[src/rtl/regfile_wport_arbiter.sv]
// regfile_wport_arbiter: round-robin arbiter of two write requesters onto the single register-file write port
//   clk, rst                      : rising-edge clock, synchronous active-low reset
//   req0_valid/addr/data, ready   : execute writeback requester (valid/ready handshake)
//   req1_valid/addr/data, ready   : load return requester (valid/ready handshake)
//   rf_wen, rf_waddr, rf_wdata    : registered write port into the register array
//   busy                          : init sweep in progress, no requests accepted
//   RF_INIT_SWEEP_EN (macro)      : when defined, every register is cleared after reset
module regfile_wport_arbiter #(
  parameter int DATA_W  = 16,
  parameter int ADDR_W  = 4,
  parameter int R0_ZERO = 1
) (
  input  logic              clk,
  input  logic              rst,
  input  logic              req0_valid,
  input  logic [ADDR_W-1:0] req0_addr,
  input  logic [DATA_W-1:0] req0_data,
  output logic              req0_ready,
  input  logic              req1_valid,
  input  logic [ADDR_W-1:0] req1_addr,
  input  logic [DATA_W-1:0] req1_data,
  output logic              req1_ready,
  output logic              rf_wen,
  output logic [ADDR_W-1:0] rf_waddr,
  output logic [DATA_W-1:0] rf_wdata,
  output logic              busy
);
  logic              rr_q, rr_d, wen_q, wen_d, g0, g1, run;
  logic [ADDR_W-1:0] waddr_q, waddr_d, gaddr;
  logic [DATA_W-1:0] wdata_q, wdata_d, gdata;
`ifdef RF_INIT_SWEEP_EN
  typedef enum logic {INIT, RUN} state_t;
  state_t            state_q, state_d;
  // extra top bit marks the sweep as finished, giving the one idle cycle before RUN
  logic [ADDR_W:0]   cnt_q, cnt_d;
  assign run = state_q == RUN;
`else
  assign run = 1'b1;
`endif
  assign busy       = !run;
  // rr_q names the requester that wins when both are valid
  assign g0         = rst && run && req0_valid && (!req1_valid || !rr_q);
  assign g1         = rst && run && req1_valid && (!req0_valid || rr_q);
  assign req0_ready = g0;
  assign req1_ready = g1;
  assign rf_wen     = wen_q;
  assign rf_waddr   = waddr_q;
  assign rf_wdata   = wdata_q;
  always_comb begin
    gaddr   = g1 ? req1_addr : req0_addr;
    gdata   = g1 ? req1_data : req0_data;
    // writes to a hardwired-zero r0 are accepted but never reach the array
    wen_d   = (g0 || g1) && !((R0_ZERO != 0) && gaddr == '0);
    waddr_d = wen_d ? gaddr : waddr_q;
    wdata_d = wen_d ? gdata : wdata_q;
    rr_d    = g0 ? 1'b1 : g1 ? 1'b0 : rr_q;
`ifdef RF_INIT_SWEEP_EN
    state_d = (!run && cnt_q[ADDR_W]) ? RUN : state_q;
    cnt_d   = cnt_q;
    if (!run) begin
      wen_d   = !cnt_q[ADDR_W];
      waddr_d = cnt_q[ADDR_W] ? waddr_q : cnt_q[ADDR_W-1:0];
      wdata_d = cnt_q[ADDR_W] ? wdata_q : '0;
      cnt_d   = cnt_q + (ADDR_W+1)'(!cnt_q[ADDR_W]);
    end
`endif
  end
  always_ff @(posedge clk)
    if (!rst) begin
      rr_q    <= 1'b0;
      wen_q   <= 1'b0;
      waddr_q <= '0;
      wdata_q <= '0;
`ifdef RF_INIT_SWEEP_EN
      state_q <= INIT;
      cnt_q   <= '0;
`endif
    end else begin
      rr_q    <= rr_d;
      wen_q   <= wen_d;
      waddr_q <= waddr_d;
      wdata_q <= wdata_d;
`ifdef RF_INIT_SWEEP_EN
      state_q <= state_d;
      cnt_q   <= cnt_d;
`endif
    end
endmodule

[config.mk]
export PLATFORM = sky130hd
export DESIGN_NAME = regfile_wport_arbiter
export DESIGN_NICKNAME = d
export VERILOG_FILES = /design/src/rtl/regfile_wport_arbiter.sv
export SDC_FILE = /design/constraint.sdc
export NUM_CORES = 1
export LEC_CHECK = 0
export CAP_MARGIN = 20
export CORE_ASPECT_RATIO = 1.75
export CORE_MARGIN = 8
export CORE_UTILIZATION = 32
export CTS_CLUSTER_SIZE = 30
export DETAILED_ROUTE_END_ITERATION = 16
export GPL_TIMING_DRIVEN = 0
export PLACE_DENSITY = 0.85
export SYNTH_ARGS = -nofsm -noshare
export SYNTH_HDL_FRONTEND = slang
export SYNTH_SLANG_ARGS = --single-unit
[constraint.sdc]
create_clock -name clk -period 1.7 [get_ports clk]
set_clock_uncertainty 0.1 [all_clocks]
set_input_delay 0.425 -clock clk [delete_from_list [all_inputs] [get_ports clk]]
set_output_delay 0.425 -clock clk [all_outputs]
set_load 0.1 [all_outputs]
==> results of run 1 <==
## where the power goes
group | total (uW) | switching, uW | internal (uW)
Clock | 486 | 172 | 314
Sequential | 596 | 27.1 | 569
Combinational | 787 | 538 | 249
Total | 1870 | 736 | 1130
## metrics by stage
stage	total power [uW]	hold slack, ps	utilization (%)
after floorplan	1140	362	-
after detailed placement	1380	355	54.8
after CTS	1900	333	61.7
final	1870	326	59.6
after global routing	1940	356	59.6
after global placement	1370	345	54.8
## registers in the layout, summed over array words and instances (netlist names)
name and cells:
rf_wen 1, rf_wdata 16, rr_q 1, rf_waddr 4
## kinds of logic after synthesis
group,count (synthesis),synth area share [%]
buf+inv,13,8.00
simple gates,25,11.8
mux,36,33.4
compound gates,9,5.57
other cells,1,0.348
flops,22,40.8
## placed cells by master, fill, tap and decap left out, types with 2 or more instances in the layout
cell type / Yosys / routed
o22ai_1: 4 / 4
dlygate4sd2_1: 0 / 2
and3_4: 1 / 2
mux2i_1: 36 / 35
buf_6: 2 / 7
buf_2: 2 / 17
buf_12: 1 / 4
inv_1: 4 / 4
clkdlybuf4s50_1: 0 / 33
dfxtp_1: 22 / 21
buf_4: 1 / 7
nand2_1: 18 / 18
clkbuf_8: 0 / 4
clkdlybuf4s18_2: 0 / 7
## what timing repair did
item / 4_1_cts / 5_1_grt
hold buffers: 0 / 0
pin swaps: 3 / 4
setup buffers: 8 / 1
gates cloned: 1 / 0
endpoints found under the setup margin: 45 / 37
gates resized for setup: 134 / 33
## area by class of cell
type | count | area share [%]
Timing Repair Buffer | 76 | 36.0
Multi-Input combinational cell | 71 | 30.1
Sequential cell | 22 | 22.5
Buffer | 6 | 3.95
Tap cell | 45 | 2.87
Clock buffer | 3 | 2.10
Clock inverter | 1 | 1.53
Inverter | 5 | 0.956
## final timing paths
path / end / from
max: rf_wdata[12]$_SDFFE_PN0P_ / req0_addr[3]
min: rf_waddr[1]$_SDFFE_PN0P_ / req0_addr[1]
max reg2reg: rf_wdata[12]$_SDFFE_PN0P_ / rr_q$_SDFFE_PN0P_
min reg2reg: rf_wdata[9]$_SDFFE_PN0P_ / rf_wdata[9]$_SDFFE_PN0P_
## worst register-to-register path, stage by stage (launching register included)
cell and delay (ps):
dfxtp_2 330, nand2b_4 130, and3_4 190, buf_6 120
a211o_1 290, buf_6 150, buf_12 130, mux2i_2 140
## routing by layer
layer | track usage, % | part of all wire, %
met1 | 12.4 | 35
met2 | 24.7 | 56
met3 | 5.00 | 8.4
met4 | 4.21 | 0.69
met5 | 0 | 0
==> results.py, run 1 <==
metrics = {
    "outcome": {
        "status": "finished, violations left",
        "failed_checks": "setup timing",
    },
    "logic_synthesis": {
        "synth-seq-cells": 22,
        "synth.distinct_cells": 24,
        "synth.yosys.warnings": 0,
        "number_of_enable_type_register_cells_in_the_synthesized_netlist": 0,
        "ys_top_cells_by_count": "mux2i_1, dfxtp_1, nand2_1",
        "synth_async_sr_flop_share_pct": 0,
        "synth.cell_area_mm2": 0.00108,
        "synth_top_cells_by_area": "dfxtp_1, mux2i_1, nand2_1",
        "synth_fp_nets": 150,
        "syn-instance-count": 106,
        "yosysTopAreaCellShare_pct": 40.8,
        "ys_seq_area_share_pct": 40.8,
        "synth_top_flop_cell": "dfxtp_1",
        "synthesized_area_per_cell_um2": 10.2,
        "cell_type_with_the_largest_total_area_after_synthesis": "dfxtp_1",
        "yosysMostFrequentCell": "mux2i_1",
    },
    "setup_path": {
        "reg2reg_depth": 7,
        "worst_ep_arrival_time_ps": 1830,
        "worst-path-stages": 7,
        "delay_contributed_by_the_slowest_stage_of_the_critical_path_ps": 550,
        "cpMaxStageDelayCell": "or4_4",
        "sort_of_element_at_the_start_of_the_critical_path": "input port",
        "critical-path-top-cell-by-count": "buf_6",
        "cell_breakdown_of_the_critical_path": "buf_6, or4_4, a31oi_4, a211o_1, buf_6, buf_12, mux2i_2",
        "worst_ep_required_time_ps": 1790,
        "worstSetupEndpointType": "flop",
        "cp_top_family": "simple AND/OR/NAND/NOR gates",
        "path_buf_inv": 3,
        "worst-setup-path-type": "input port to flop",
        "reg2reg_slack_ps": 10,
        "path_max_fanout": 5,
    },
    "clock_network": {
        "clockBufferDepth": 2,
        "cts.root.buffer_cell": "clkbuf_8",
        "clock_latency_ps": 260,
        "clock_tree_from_tritoncts": "built",
        "clkSinkCount": 22,
        "cts.htree.levels": 1,
        "cts.clk_slew.worst_paths_ps": 80,
        "tritoncts.num_buffers": 3,
    },
    "floorplanning": {
        "die-area_mm2": 0.00556,
        "initial_core_utilization_pct": 32.8,
        "die_width_um": 59.9,
        "pin_count": 68,
        "floorplan.die.height_um": 92.8,
        "floorplan.rows": 28,
        "core_footprint_mm2": 0.00329,
    },
    "routing": {
        "post_drt_via_cell_ratio": 4.66,
        "route.detailed.wl_per_inst_um": 15.9,
        "detail_route.wirelength_mm": 3.63,
        "antenna_violating_nets_post_route": 0,
        "post-route-drc-count": 0,
        "detailedRoute.firstPassIterationCount": 4,
        "detail_route.iter0.violations": 12,
        "vias": 1067,
    },
    "sta": {
        "max-slew-margin-rel_pct": 64.8,
        "final_worst_path_setup_slack_ps": -43.3,
        "timing.final.max_slew_violations": 0,
        "rsz0062_at_grt": "true",
        "worst_pin_slew_ps": 523,
        "tns_ps": -186,
        "finalCriticalPeriod_ps": 1740,
        "fin_crit_sh_pct": 103,
        "hold_viol": 0,
        "setup_violations": 13,
        "fmax_mhz": 574,
    },
    "finish": {
        "total_area_of_multi_input_combinational_cells_um2": 591,
        "insertedDiodeCount": 0,
        "num-nets-final": 229,
        "fill_cells": 301,
        "drive_gt1_share_pct": 32.1,
        "finalInstanceArea_mm2": 0.00196,
        "stdcell_count": 229,
        "layout-area-overhead-vs-synth_pct": 82.0,
        "register_area_um2": 442,
    },
    "grt": {
        "via_count_of_the_first_global_routing_pass": 1177,
        "global_route.overflow_total": 0,
        "grt_max_degree": 14,
        "antenna_violations_before_repair": 0,
        "track_usage_pct": 13.2,
        "grt_first_pass_wirelength_mm": 5.60,
    },
    "pwr": {
        "leakagePower_uw": 0.000885,
        "vdd_ir_drop_max_mv": 0.497,
        "power-per-cell-area_mw_per_mm2": 952,
    },
    "worst_hold_path": {
        "cells_on_worst_hold_path": 3,
        "hold_class": "input port to flop",
    },
    "placement": {
        "hpwlAfterDp_mm": 2.71,
        "routabilityCongestion": 0.832,
        "dpl_cell_area_mm2": 0.00180,
        "numPortBuffers": 66,
        "place_inst": 217,
        "dp_worst_setup_slack_ps": -1870,
    },
    "run": {
        "timing.max_cap.violations": 0,
    },
}
(Power assumes the default switching activity.)
==> inputs of run 2 (changes only) <==
Settings changed: CORE_UTILIZATION 32 to 34, CTS_BUF_LIST set to sky130_fd_sc_hd__clkbuf_4, PLACE_DENSITY 0.85 to 0.89, TNS_END_PERCENT set to 100.
==> run 2 against run 1 <==
The flow still finishes with violations (setup timing). Global-route usage is 0.77 points higher. Clock power is 16% lower. Clock-buffer cell count stayed put. Worst setup slack worse by 55 ps. Non-clock buffer count is 3 higher. Via count is 1.2% higher. Flip-flop and latch count stayed put. Design area is 1.1% lower. Die area is 4.6% lower. Maximum frequency is 3.0% lower. Critical path type is now flop to primary output.
==> results.py, run 2 (same netlist as run 1, synthesis figures left out) <==
metrics = {
    "outcome": {
        "status": "finished, violations left",
        "failed_checks": "setup timing",
    },
    "sta": {
        "setup_violations": 10,
        "final_worst_path_setup_slack_ps": -97.8,
        "fin_crit_sh_pct": 106,
        "finalCriticalPeriod_ps": 1800,
        "rsz0062_at_grt": "true",
        "fmax_mhz": 556,
        "timing.final.max_slew_violations": 0,
        "hold_viol": 0,
        "tns_ps": -623,
    },
    "floorplanning": {
        "core_footprint_mm2": 0.00307,
        "pin_count": 68,
        "initial_core_utilization_pct": 35.1,
        "floorplan.die.height_um": 90.5,
        "die_width_um": 58.6,
        "die-area_mm2": 0.00530,
        "floorplan.rows": 27,
    },
    "worst_hold_path": {
        "hold_class": "input port to flop",
    },
    "grt": {
        "grtUsageMet3_pct": 4.71,
        "antenna_violations_before_repair": 0,
        "global_route.overflow_total": 0,
        "met2_usage_pct": 26.2,
        "via_count_of_the_first_global_routing_pass": 1254,
        "gr-max-usage-layer": "met2",
        "groute.layer.met1.usage_pct": 12.3,
        "track_usage_pct": 14.0,
        "grt_max_degree": 14,
        "grt_first_pass_wirelength_mm": 5.84,
    },
    "clock_network": {
        "clock_tree_from_tritoncts": "built",
        "cts.htree.levels": 1,
        "cts.clk_slew.worst_paths_ps": 130,
        "clockBufferDepth": 2,
        "clock_latency_ps": 310,
        "tritoncts.num_buffers": 3,
        "cts.root.buffer_cell": "clkbuf_4",
        "clkSinkCount": 22,
    },
    "setup_path": {
        "path_max_fanout": 3,
        "sort_of_element_at_the_start_of_the_critical_path": "flop",
        "worst_ep_arrival_time_ps": 1270,
        "worstSetupEndpointType": "primary output",
        "worst-setup-path-type": "flop to primary output",
        "worst_ep_required_time_ps": 1170,
    },
    "pwr": {
        "power_uw": 1790,
        "power-per-cell-area_mw_per_mm2": 922,
        "vdd_ir_drop_max_mv": 0.687,
        "leakagePower_uw": 0.000892,
    },
    "routing": {
        "route.detailed.wl_per_inst_um": 15.6,
        "detail_route.wirelength_mm": 3.59,
        "detail_route.iter0.violations": 16,
        "post_drt_via_cell_ratio": 4.70,
        "detailedRoute.firstPassIterationCount": 4,
        "antenna_violating_nets_post_route": 0,
        "vias": 1080,
        "post-route-drc-count": 0,
    },
    "finish": {
        "finalInstanceArea_mm2": 0.00194,
        "num-nets-final": 232,
        "layout.core_utilization_pct": 63.2,
        "layout_commonest_cell": "mux2i_1",
        "layout-area-overhead-vs-synth_pct": 80.0,
        "insertedDiodeCount": 0,
        "largest_reg_flops": 16,
        "drive_gt1_share_pct": 32.1,
        "most-common-layout-cells": "mux2i_1, clkdlybuf4s50_1, buf_2",
    },
    "placement": {
        "routabilityCongestion": 0.834,
        "hpwlAfterDp_mm": 2.82,
        "numPortBuffers": 66,
        "dp_worst_setup_slack_ps": -1870,
        "dpl_cell_area_mm2": 0.00180,
    },
    "run": {
        "timing.max_cap.violations": 0,
    },
}
==> run 2: cell types whose count changed in the layout (fill, tap and decap cells not counted), sizes merged <==
cell	before	now
buf	36	43
clkbuf	5	6
clkdlybuf4s15	1	3
clkdlybuf4s18	7	0
clkdlybuf4s50	33	35
dlygate4sd2	2	1
dlymetal6s2s	1	0
==> run 2: per-stage QoR <==
| step | hold WS (ps) | instances |
|---|---|---|
| 6_report | 303 | 230 |
| 2_1_floorplan | 362 | 106 |
| 4_1_cts | 303 | 227 |
| 3_3_place_gp | 344 | 215 |
| 3_5_place_dp | 361 | 215 |
| 5_1_grt | 309 | 230 |
==> run 2: path summary, 6_finish.rpt <==
kind,startpoint,endpoint,slack (ps),cells past startpoint
max,rr_q$_SDFFE_PN0P_,req1_ready,-100,4
min,req0_addr[3],rf_waddr[3]$_SDFFE_PN0P_,300,3
max reg2reg,rr_q$_SDFFE_PN0P_,rf_wdata[12]$_SDFFE_PN0P_,-70,8
min reg2reg,rf_wdata[0]$_SDFFE_PN0P_,rf_wdata[0]$_SDFFE_PN0P_,370,2
==> run 2: what timing repair did <==
item | 4_1_cts | 5_1_grt
pin swaps | 4 | 0
resized for setup | 162 | 6
setup buffers | 9 | 3
hold buffers | 0 | 0
setup endpoints to repair | 45 | 19
==> run 2: critical path, stage by stage (launching register included) <==
cell and delay (ps):
dfxtp_2 340, nand2b_4 140, and3_4 190, buf_12 130, buf_16 160
==> run 2: final cells by class <==
| type | count | area, um^2 |
|---|---|---|
| fillers | 247 | 1130 |
| repair buffers | 78 | 689 |
| multi-input cells | 71 | 581 |
| flip-flops and latches | 22 | 442 |
| plain buffers | 7 | 105 |
| well taps | 43 | 53.8 |
| clock inverters | 1 | 30.0 |
| clock buffers | 3 | 22.5 |
| inverters | 5 | 18.8 |
==> run 2: where the power goes <==
group          internal, uW  leakage [uW]  switching [uW]
sequential              569      0.000184            24.6
combinational           248      0.000681             538
clock                   238     0.0000279             171
==> run 2: per-layer routing <==
layer | vias to the layer above | wire length, um
li1 | 526 | -
met1 | 493 | 1260
met2 | 54 | 1970
met3 | 7 | 277
met4 | 0 | 83
met5 | - | 0
==> inputs of run 3 (changes only) <==
Settings changed: SLEW_MARGIN set to 20.
==> results of run 3 <==
The final DEF is identical to that of run 2; final timing and power are the same.
